--- config.mk ---
export PLATFORM = sky130hd
export DESIGN_NAME = vga_image_renderer
export DESIGN_NICKNAME = d
export VERILOG_FILES = /design/src/rtl/vga_image_renderer.sv
export SDC_FILE = /design/constraint.sdc
export NUM_CORES = 1
export LEC_CHECK = 0
export ABC_AREA = 1
export BUFFER_PORTS_ARGS = -buffer_cell sky130_fd_sc_hd__buf_2
export CAP_MARGIN = 20
export CORE_MARGIN = 3
export CORE_UTILIZATION = 45
export CTS_BUF_LIST = sky130_fd_sc_hd__clkbuf_8 sky130_fd_sc_hd__clkbuf_16
export DETAILED_ROUTE_END_ITERATION = 10
export GPL_TIMING_DRIVEN = 0
export MAX_ROUTING_LAYER = met4
export PLACE_DENSITY = 0.79
export SLEW_MARGIN = 20
export SYNTH_ARGS = -nofsm -noshare
export SYNTH_HDL_FRONTEND = slang
export SYNTH_SLANG_ARGS = --single-unit
--- constraint.sdc ---
create_clock -name clk -period 2.5 [get_ports clk]
set_input_delay 0.375 -clock clk [delete_from_list [all_inputs] [get_ports clk]]
set_output_delay 0.375 -clock clk [all_outputs]
set_load 0.01 [all_outputs]
--- src/rtl/vga_image_renderer.sv ---
// vga_image_renderer: 3-stage pixel pipeline centring a grayscale image, read from a
// 1-cycle sync-read memory, inside the VGA active area. Define BORDER_EN for a white 1-px frame.
module vga_image_renderer #(
  parameter logic [9:0]  H_OFFSET = 10'd144,
  parameter logic [9:0]  V_OFFSET = 10'd33,
  parameter logic [9:0]  ACT_W    = 10'd640,
  parameter logic [9:0]  ACT_H    = 10'd480,
  parameter logic [9:0]  IMG_X    = 10'd192,
  parameter logic [9:0]  IMG_Y    = 10'd112,
  parameter logic [9:0]  IMG_W    = 10'd256,
  parameter logic [9:0]  IMG_H    = 10'd256,
  parameter int unsigned ADDR_W   = 16,
  parameter logic [7:0]  BG_COLOR = 8'h00
) (
  input  logic              clk,
  input  logic              rst,
  input  logic [9:0]        posx,
  input  logic [9:0]        posy,
  input  logic              h_sync_in,
  input  logic              v_sync_in,
  input  logic              img_en,
  output logic [ADDR_W-1:0] mem_addr,
  output logic              mem_rd,
  input  logic [7:0]        mem_data,
  output logic [7:0]        vga_r,
  output logic [7:0]        vga_g,
  output logic [7:0]        vga_b,
  output logic              vga_hs,
  output logic              vga_vs,
  output logic              vga_blank_n,
  output logic              frame_start
);

  localparam logic [9:0] ACT_X1 = H_OFFSET + ACT_W;
  localparam logic [9:0] ACT_Y1 = V_OFFSET + ACT_H;
  localparam logic [9:0] IMG_X0 = H_OFFSET + IMG_X;
  localparam logic [9:0] IMG_Y0 = V_OFFSET + IMG_Y;
  localparam logic [9:0] IMG_X1 = IMG_X0 + IMG_W;
  localparam logic [9:0] IMG_Y1 = IMG_Y0 + IMG_H;
  localparam logic [9:0] IMG_XL = IMG_X1 - 10'd1;

  logic              origin, act_d, rect_d, img_d;
  logic [9:0]        col;
  logic [ADDR_W-1:0] line_base_d, line_base_q, mem_addr_d, mem_addr_q;
  logic              img_en_q, mem_rd_q;
  logic              act1_q, img1_q, hs1_q, vs1_q, fs1_q;
  logic              act2_q, img2_q, hs2_q, vs2_q, fs2_q;
  logic [7:0]        pix_d, pix_q;
  logic              hs3_q, vs3_q, blank_q, fs3_q;

  // Address is line_base plus column offset; line_base steps by IMG_W on each line's last pixel.
  always_comb begin
    origin = (posx == '0) && (posy == '0);
    act_d  = (posx >= H_OFFSET) && (posx < ACT_X1) && (posy >= V_OFFSET) && (posy < ACT_Y1);
    rect_d = (posx >= IMG_X0) && (posx < IMG_X1) && (posy >= IMG_Y0) && (posy < IMG_Y1);
    img_d  = rect_d && img_en_q;
    col    = posx - IMG_X0;
    mem_addr_d  = img_d ? line_base_q + ADDR_W'(col) : mem_addr_q;
    line_base_d = line_base_q;
    if (origin) begin
      line_base_d = '0;
    end else if (img_d && (posx == IMG_XL)) begin
      line_base_d = line_base_q + ADDR_W'(IMG_W);
    end
  end

`ifdef BORDER_EN
  localparam logic [9:0] IMG_XB0 = IMG_X0 - 10'd1;
  localparam logic [9:0] IMG_YB0 = IMG_Y0 - 10'd1;

  logic brd_d, brd1_q, brd2_q;

  always_comb begin
    brd_d = img_en_q && act_d && !rect_d &&
            (posx >= IMG_XB0) && (posx <= IMG_X1) && (posy >= IMG_YB0) && (posy <= IMG_Y1);
  end

  always_ff @(posedge clk) begin
    if (rst) begin
      brd1_q <= 1'b0;
      brd2_q <= 1'b0;
    end else begin
      brd1_q <= brd_d;
      brd2_q <= brd1_q;
    end
  end

  always_comb begin
    pix_d = img2_q ? mem_data : (act2_q ? (brd2_q ? 8'hFF : BG_COLOR) : '0);
  end
`else
  always_comb begin
    pix_d = img2_q ? mem_data : (act2_q ? BG_COLOR : '0);
  end
`endif

  // frame_start rides the same 3-stage pipe so every output refers to one input pixel.
  always_ff @(posedge clk) begin
    if (rst) begin
      line_base_q <= '0;
      mem_addr_q  <= '0;
      mem_rd_q    <= 1'b0;
      img_en_q    <= 1'b0;
      act1_q      <= 1'b0;
      img1_q      <= 1'b0;
      hs1_q       <= 1'b1;
      vs1_q       <= 1'b1;
      fs1_q       <= 1'b0;
      act2_q      <= 1'b0;
      img2_q      <= 1'b0;
      hs2_q       <= 1'b1;
      vs2_q       <= 1'b1;
      fs2_q       <= 1'b0;
      pix_q       <= '0;
      hs3_q       <= 1'b1;
      vs3_q       <= 1'b1;
      blank_q     <= 1'b0;
      fs3_q       <= 1'b0;
    end else begin
      if (origin) begin
        img_en_q <= img_en;
      end
      line_base_q <= line_base_d;
      mem_addr_q  <= mem_addr_d;
      mem_rd_q    <= img_d;
      act1_q      <= act_d;
      img1_q      <= img_d;
      hs1_q       <= h_sync_in;
      vs1_q       <= v_sync_in;
      fs1_q       <= origin;
      act2_q      <= act1_q;
      img2_q      <= img1_q;
      hs2_q       <= hs1_q;
      vs2_q       <= vs1_q;
      fs2_q       <= fs1_q;
      pix_q       <= pix_d;
      hs3_q       <= hs2_q;
      vs3_q       <= vs2_q;
      blank_q     <= act2_q;
      fs3_q       <= fs2_q;
    end
  end

  assign mem_addr    = mem_addr_q;
  assign mem_rd      = mem_rd_q;
  assign vga_r       = pix_q;
  assign vga_g       = pix_q;
  assign vga_b       = pix_q;
  assign vga_hs      = hs3_q;
  assign vga_vs      = vs3_q;
  assign vga_blank_n = blank_q;
  assign frame_start = fs3_q;

endmodule
==> metrics.txt, run 1 <==
status finished, final reports clean; setup bufs post-CTS 0; Resized Gates After CTS 0; synthesized area 0.00229 mm2; max reg flops 16; crit path time final 1.97 ns; Hold Path Origin h_sync_in; Worst R2R Start line_base_q[8]; Avg Inst Size Synth 7.25 um2; RSZ-0062 raised after global routing false; Initial Util 47.5%; wire per inst 10.9 um; CTS buffer count 5; Mapped Cells 316; # DRC 0; hold_buf cts 0; Yosys warnings 0; R2R Setup Slk 0.98 ns; die height 77.3 um; clk sinks 47; Crit Path Max Fanout 4; total wire length 5090 um; leak pwr 0.00152 uW; GR Util All Layers 18.0%; Via Count 2152; Slew Viols, Final 0; filler instances 475; hold path depth 2; post-synthesis cell type count 30; largest net degree at the start of global routing 17; leading area contributor after synthesis dfxtp_1; DR vias/cell 4.61; Final GP Congestion 0.921; share of cells above drive strength 1 30.0%; Clock Latency Late Sink 0.30 ns; FF+latch count, synth 47; Hold WC Path Type in2reg; 1st-iter DRT viols 69; share of the synthesized area in the top cell type 41.1%; most frequent cells in the layout buf_2, nor2_1, nand2_1, dfxtp_1, inv_1; P&R area growth vs syn 25.3%; Final Hold Viols 0; slowest stage cell, crit path fa_1; Worst Hold End hs1_q; Slew @ Worst Pin 0.535 ns; main area contributors after synthesis dfxtp_1, nor2_1, nand2_1, inv_1, buf_4; grt ovf 0; leading cell type in the layout, fill and taps excluded buf_2; Arr. time, crit path 2.22 ns; CP required 2.74 ns; Max Clock Freq 507 MHz; Critical R2R Capture mem_addr[14]; r2r worst-path depth 6; Setup TNS Final 0 ns; crit path kind in2reg; CP endpoint kind flop; Layout Skew 0.00714 ns; Largest stage delay, worst path 0.42 ns; element type at the critical path start input port; max_cap viols 0; Setup-failing EPs final 0; TritonCTS clock tree built; global-route wire length before repair 8580 um; Worst VDD drop 0.000355 V; Site Rows 25; PD cells 498 mW/mm2; Layout Utilization 59.6%; Slew headroom 64.0%; Antenna diodes 0; Die Area 0.00598 mm2; htree depth 2; Die Wd 77.3 um; final-stage net count 439; DRT antenna net count 0; antenna violations before repair 0; crit path cell chain buf_2, inv_1, ha_1, inv_1, nand2_1, nand2_1, nand2_1, inv_1, ha_1, fa_1, nand3_1, xor2_1, nor2_1, nor2_1; root buffer cell clkbuf_8; Clock Path Buffers 2; IO Pins 78; Clock Pin Slew Worst Setup and Hold Paths 0.09 ns; Post-Syn Nets 356; detailed-placement wirelength estimate 4010 um; sequential area share after synthesis 41.1%; vias in the first global route 1908; Port Buffers 76; CORE AREA 0.00482 mm2; Pre-antenna DRT Iters 4; period utilization 78.9%
worst max-delay path, delay by kind of cell:
| kind | cells | cell delay [ns] |
|---|---|---|
| adders and majority gates | 3 | 0.85 |
| and+or+nand+nor | 6 | 0.53 |
| buffers and inverters | 4 | 0.31 |
| xor gates and xnor gates | 1 | 0.15 |
final cells by class:
cell class	count	area [um2]	share of cell area, %
timing repair buffer	76	380	13.3
sequential	47	941	32.8
inverter	39	146	5.10
buffer	25	181	6.32
multi-input combinational	205	1020	35.6
clock buffer	5	68.8	2.40
clock inverter	3	46.3	1.61
tap	67	83.8	2.92
per-stage QoR:
stage	std cells	hold WS (ns)	power (uW)	setup slack, ns	area [um2]
floorplan	316	0.388	831	0.511	2290
global placement	459	0.390	875	0.250	2750
detailed placement	459	0.393	877	0.229	2750
CTS	467	0.237	1450	0.537	2870
global route	467	0.246	1500	0.334	2870
finish	467	0.247	1430	0.527	2870
metal layers:
layer  share of wire (%)  track usage (%)  up-vias
met5                   0                -        -
met4                 1.2             5.34        0
met3                 7.7             4.52        6
met2                  44             28.8       81
met1                  47             22.7      930
li1                    -                -     1135
synth_stat cells (all sizes together):
library cell	number
o211ai	1
nor2	64
nand3	22
ha	6
nor4	2
buf	22
or2	7
fa	1
clkbuf	3
xnor2	1
a211oi	1
xor2	8
nand4	3
dfxtp	47
o21ai	18
inv	39
nor3	6
nor3b	1
nand2	51
a21oi	13
worst max path at each step:
stage / startpoint / endpoint / slack, ns / cells past startpoint
3_5_place_dp: posx[4] / mem_addr[14] / 0.23 / 14
3_3_place_gp: posx[4] / mem_addr[14] / 0.25 / 14
6_report: posx[4] / mem_addr[14] / 0.53 / 14
5_1_grt: posx[4] / mem_addr[14] / 0.33 / 14
2_1_floorplan: posx[4] / mem_addr[14] / 0.51 / 14
4_1_cts: posx[4] / mem_addr[14] / 0.54 / 14
kinds of logic after synthesis:
kind of cell	synth area share, %
and+or+nand+nor	29.6
xor gates and xnor gates	3.44
DFF	41.1
adders and majority gates	4.15
buffers and inverters	14.3
AOI/OAI and AO/OA	7.43
power by group:
part	leakage, uW	internal, uW	switching, uW
combinational	0.00109	41.9	63.6
clock	0.0000548	301	266
sequential	0.000380	754	0.990
total	0.00152	1100	331
No activity file was read; power rests on OpenSTA's default activity.
==> run 2, diff against run 1 <==
Settings changed: ABC_AREA 1 to 0, PLACE_DENSITY 0.79 to 0.82.
Clock period 2.5 ns to 1.7 ns, I/O delays scaled along.
==> run 2 against run 1 <==
The flow now finishes with violations (setup timing). Non-clock buffer count is 9 higher. Global-route usage is 0.82 points higher. Combinational power is 130% higher. Sequential share of layout area is 2.9 points lower. Flip-flop and latch count stayed put. Setup slack worse by 0.53 ns. Critical path type unchanged. Largest cell class unchanged. Highest routed layer unchanged.
==> metrics.txt, run 2 <==
P&R area growth vs syn 40.6%; Post-Syn Nets 280 (-21%); CP required 1.87 ns (-0.87 ns); crit-path leading delay family compound AO/OA/AOI/OAI gates; Initial Util 47.0% (-0.50 points); die height 76.7 um (-0.78%); area occupied by registers 947 um2 (+0.66%); Final WS setup -0.0000377 ns (-0.527 ns); Slew headroom 65.1% (+1.1 points); Setup TNS Final -0.0000377 ns (-0.0000377 ns); Site Rows 25 (unchanged); CTS buffer count 5 (unchanged); Arr. time, crit path 1.87 ns (-0.35 ns); share of cells above drive strength 1 50.6% (+21 points); Final GP Congestion 0.775 (-16%); htree depth 2 (unchanged); root buffer cell clkbuf_8; Final Hold Viols 0 (unchanged); Final Hold Slack 0.136 ns (-0.111 ns); antenna violations before repair 0 (unchanged); status complete, but fails checks; Slew @ Worst Pin 0.524 ns (-0.0118 ns); grt ovf 0 (unchanged); wire per inst 14.1 um (+29%); vias in the first global route 1879 (-1.5%); CORE AREA 0.00479 mm2 (-0.65%); Crit Path Max Fanout 2 (-2); total wire length 5590 um (+9.8%); Layout Skew 0.00653 ns (-0.000608 ns); most used cell, CP nand2_1; Yosys warnings 0 (unchanged); Pre-antenna DRT Iters 4 (unchanged); clk sinks 47 (unchanged); violated checks setup timing; Antenna diodes 0 (unchanged); Clock Latency Late Sink 0.30 ns (about the same); crit path cell chain buf_12, o21ai_1, nand2b_1, nand2_1, xor2_2, ha_1, a21o_1, nand2_1, nor2_1, xnor2_1, a211oi_2; TritonCTS clock tree built; final-stage net count 369 (-16%); Hold WC Path Type in2reg; max_cap viols 0 (unchanged); Die Wd 76.7 um (-0.78%); Die Area 0.00589 mm2 (-1.6%); DRT antenna net count 0 (unchanged); GR Util All Layers 18.9% (+0.82 points); leading area contributor after synthesis dfxtp_1; period utilization 100%; Mapped Cells 240 (-24%); PD cells 655 mW/mm2 (+32%); detailed-placement wirelength estimate 4020 um (+0.16%); filler instances 394 (-17%); Post-synth EDFFs 0 (unchanged); CP endpoint kind flop; DR vias/cell 5.18 (+12%); Max Clock Freq 588 MHz; sequential area share after synthesis 41.8% (+0.71 points); Synth async-reset ratio 0% (unchanged); post-synthesis cell type count 50 (+67%); main area contributors after synthesis dfxtp_1, buf_4, a21oi_1, ha_1, o21ai_0; synthesized area 0.00225 mm2 (-1.7%); global-route wire length before repair 8770 um (+2.2%); max reg flops 16 (unchanged); Port Buffers 74 (-2.6%); element type at the critical path start input port; Via Count 2057 (-4.4%); Clock Pin Slew Worst Setup and Hold Paths 0.09 ns (about the same); most frequent cell after synthesis dfxtp_1; Main synth FF type dfxtp_1; Setup-failing EPs final 1 (+1); Avg Inst Size Synth 9.38 um2 (+29%); Slew Viols, Final 0 (unchanged); crit path kind in2reg; RSZ-0062 raised after global routing true; largest net degree at the start of global routing 15 (-2); area occupied by multi-input gates 0.00130 mm2 (+28%); Worst VDD drop 0.000376 V (+6.0%); crit path time final 1.70 ns; Place WS -0.458 ns (-0.688 ns); hold_buf cts 0 (unchanged); # DRC 0 (unchanged); share of the synthesized area in the top cell type 41.8% (+0.71 points); leak pwr 0.00134 uW (-12%); CP bufs+invs 1 (-3); Largest stage delay, worst path 0.27 ns (-0.15 ns); 1st-iter DRT viols 47 (-32%); Clock Path Buffers 2 (unchanged); commonest cells in the netlist dfxtp_1, a21oi_1, buf_4, o21ai_0, nor2b_1; FF+latch count, synth 47 (unchanged); leading cell type in the layout, fill and taps excluded buf_2; most frequent cells in the layout buf_2, dfxtp_1, buf_4, a21oi_1, nor2b_1; IO Pins 78 (unchanged); slowest stage cell, crit path ha_1
-- run 2: kinds of logic (layout without fill, tap and decap cells) --
kind of cell / Yosys count / count (layout) / synth area share (%)
compound gates: 60 / 60 / 18.0
flops: 47 / 47 / 41.8
mux: 2 / 2 / 0.889
xor+xnor: 11 / 11 / 4.28
buf+inv: 32 / 122 / 8.56
fa+ha+maj: 7 / 7 / 4.22
simple gates: 81 / 81 / 22.3
-- run 2: what timing repair did --
item	CTS	global route
buffers inserted	4	6
endpoints found under the setup margin	21	24
resized for setup	10	32
pin swaps	6	22
-- run 2: area by class of cell --
type	instances	area share, %
multi-input cells	161	41.2
flip-flops and latches	47	29.9
repair buffers	84	15.7
plain buffers	26	6.21
clock buffers	7	3.04
well taps	67	2.65
inverters	4	1.03
clock inverters	1	0.237
-- run 2: path summary, 6_finish.rpt --
path                         from               to  slack, ns  cells past startpoint
setup / recovery          posx[5]     mem_addr[15]   -0.00004                     11
hold / removal          h_sync_in            hs1_q       0.14                      2
setup reg to reg  line_base_q[10]  line_base_q[13]       0.07                      5
hold reg to reg             hs2_q           vga_hs       0.41                      1
-- run 2: per-stage QoR --
step,area (um2),power (uW),std cells,util (%)
after floorplan,2390,1260,240,-
after global placement,2850,1330,381,59.5
after detailed placement,2850,1340,381,59.5
after CTS,3020,2070,392,63.0
after global routing,3170,2150,397,66.1
final,3170,2070,397,66.1
-- run 2: metal layers --
metal / GRT usage [%] / vias to the layer above / wire (um)
li1: - / 1021 / -
met1: 21.6 / 951 / 2390
met2: 31.5 / 75 / 2720
met3: 4.11 / 10 / 353
met4: 8.51 / 0 / 125
met5: - / - / 0
-- run 2: power by group --
group / total [uW] / internal (uW) / switching (uW)
sequential: 1110 / 1110 / 1.27
clock: 726 / 370 / 356
combinational: 240 / 103 / 138
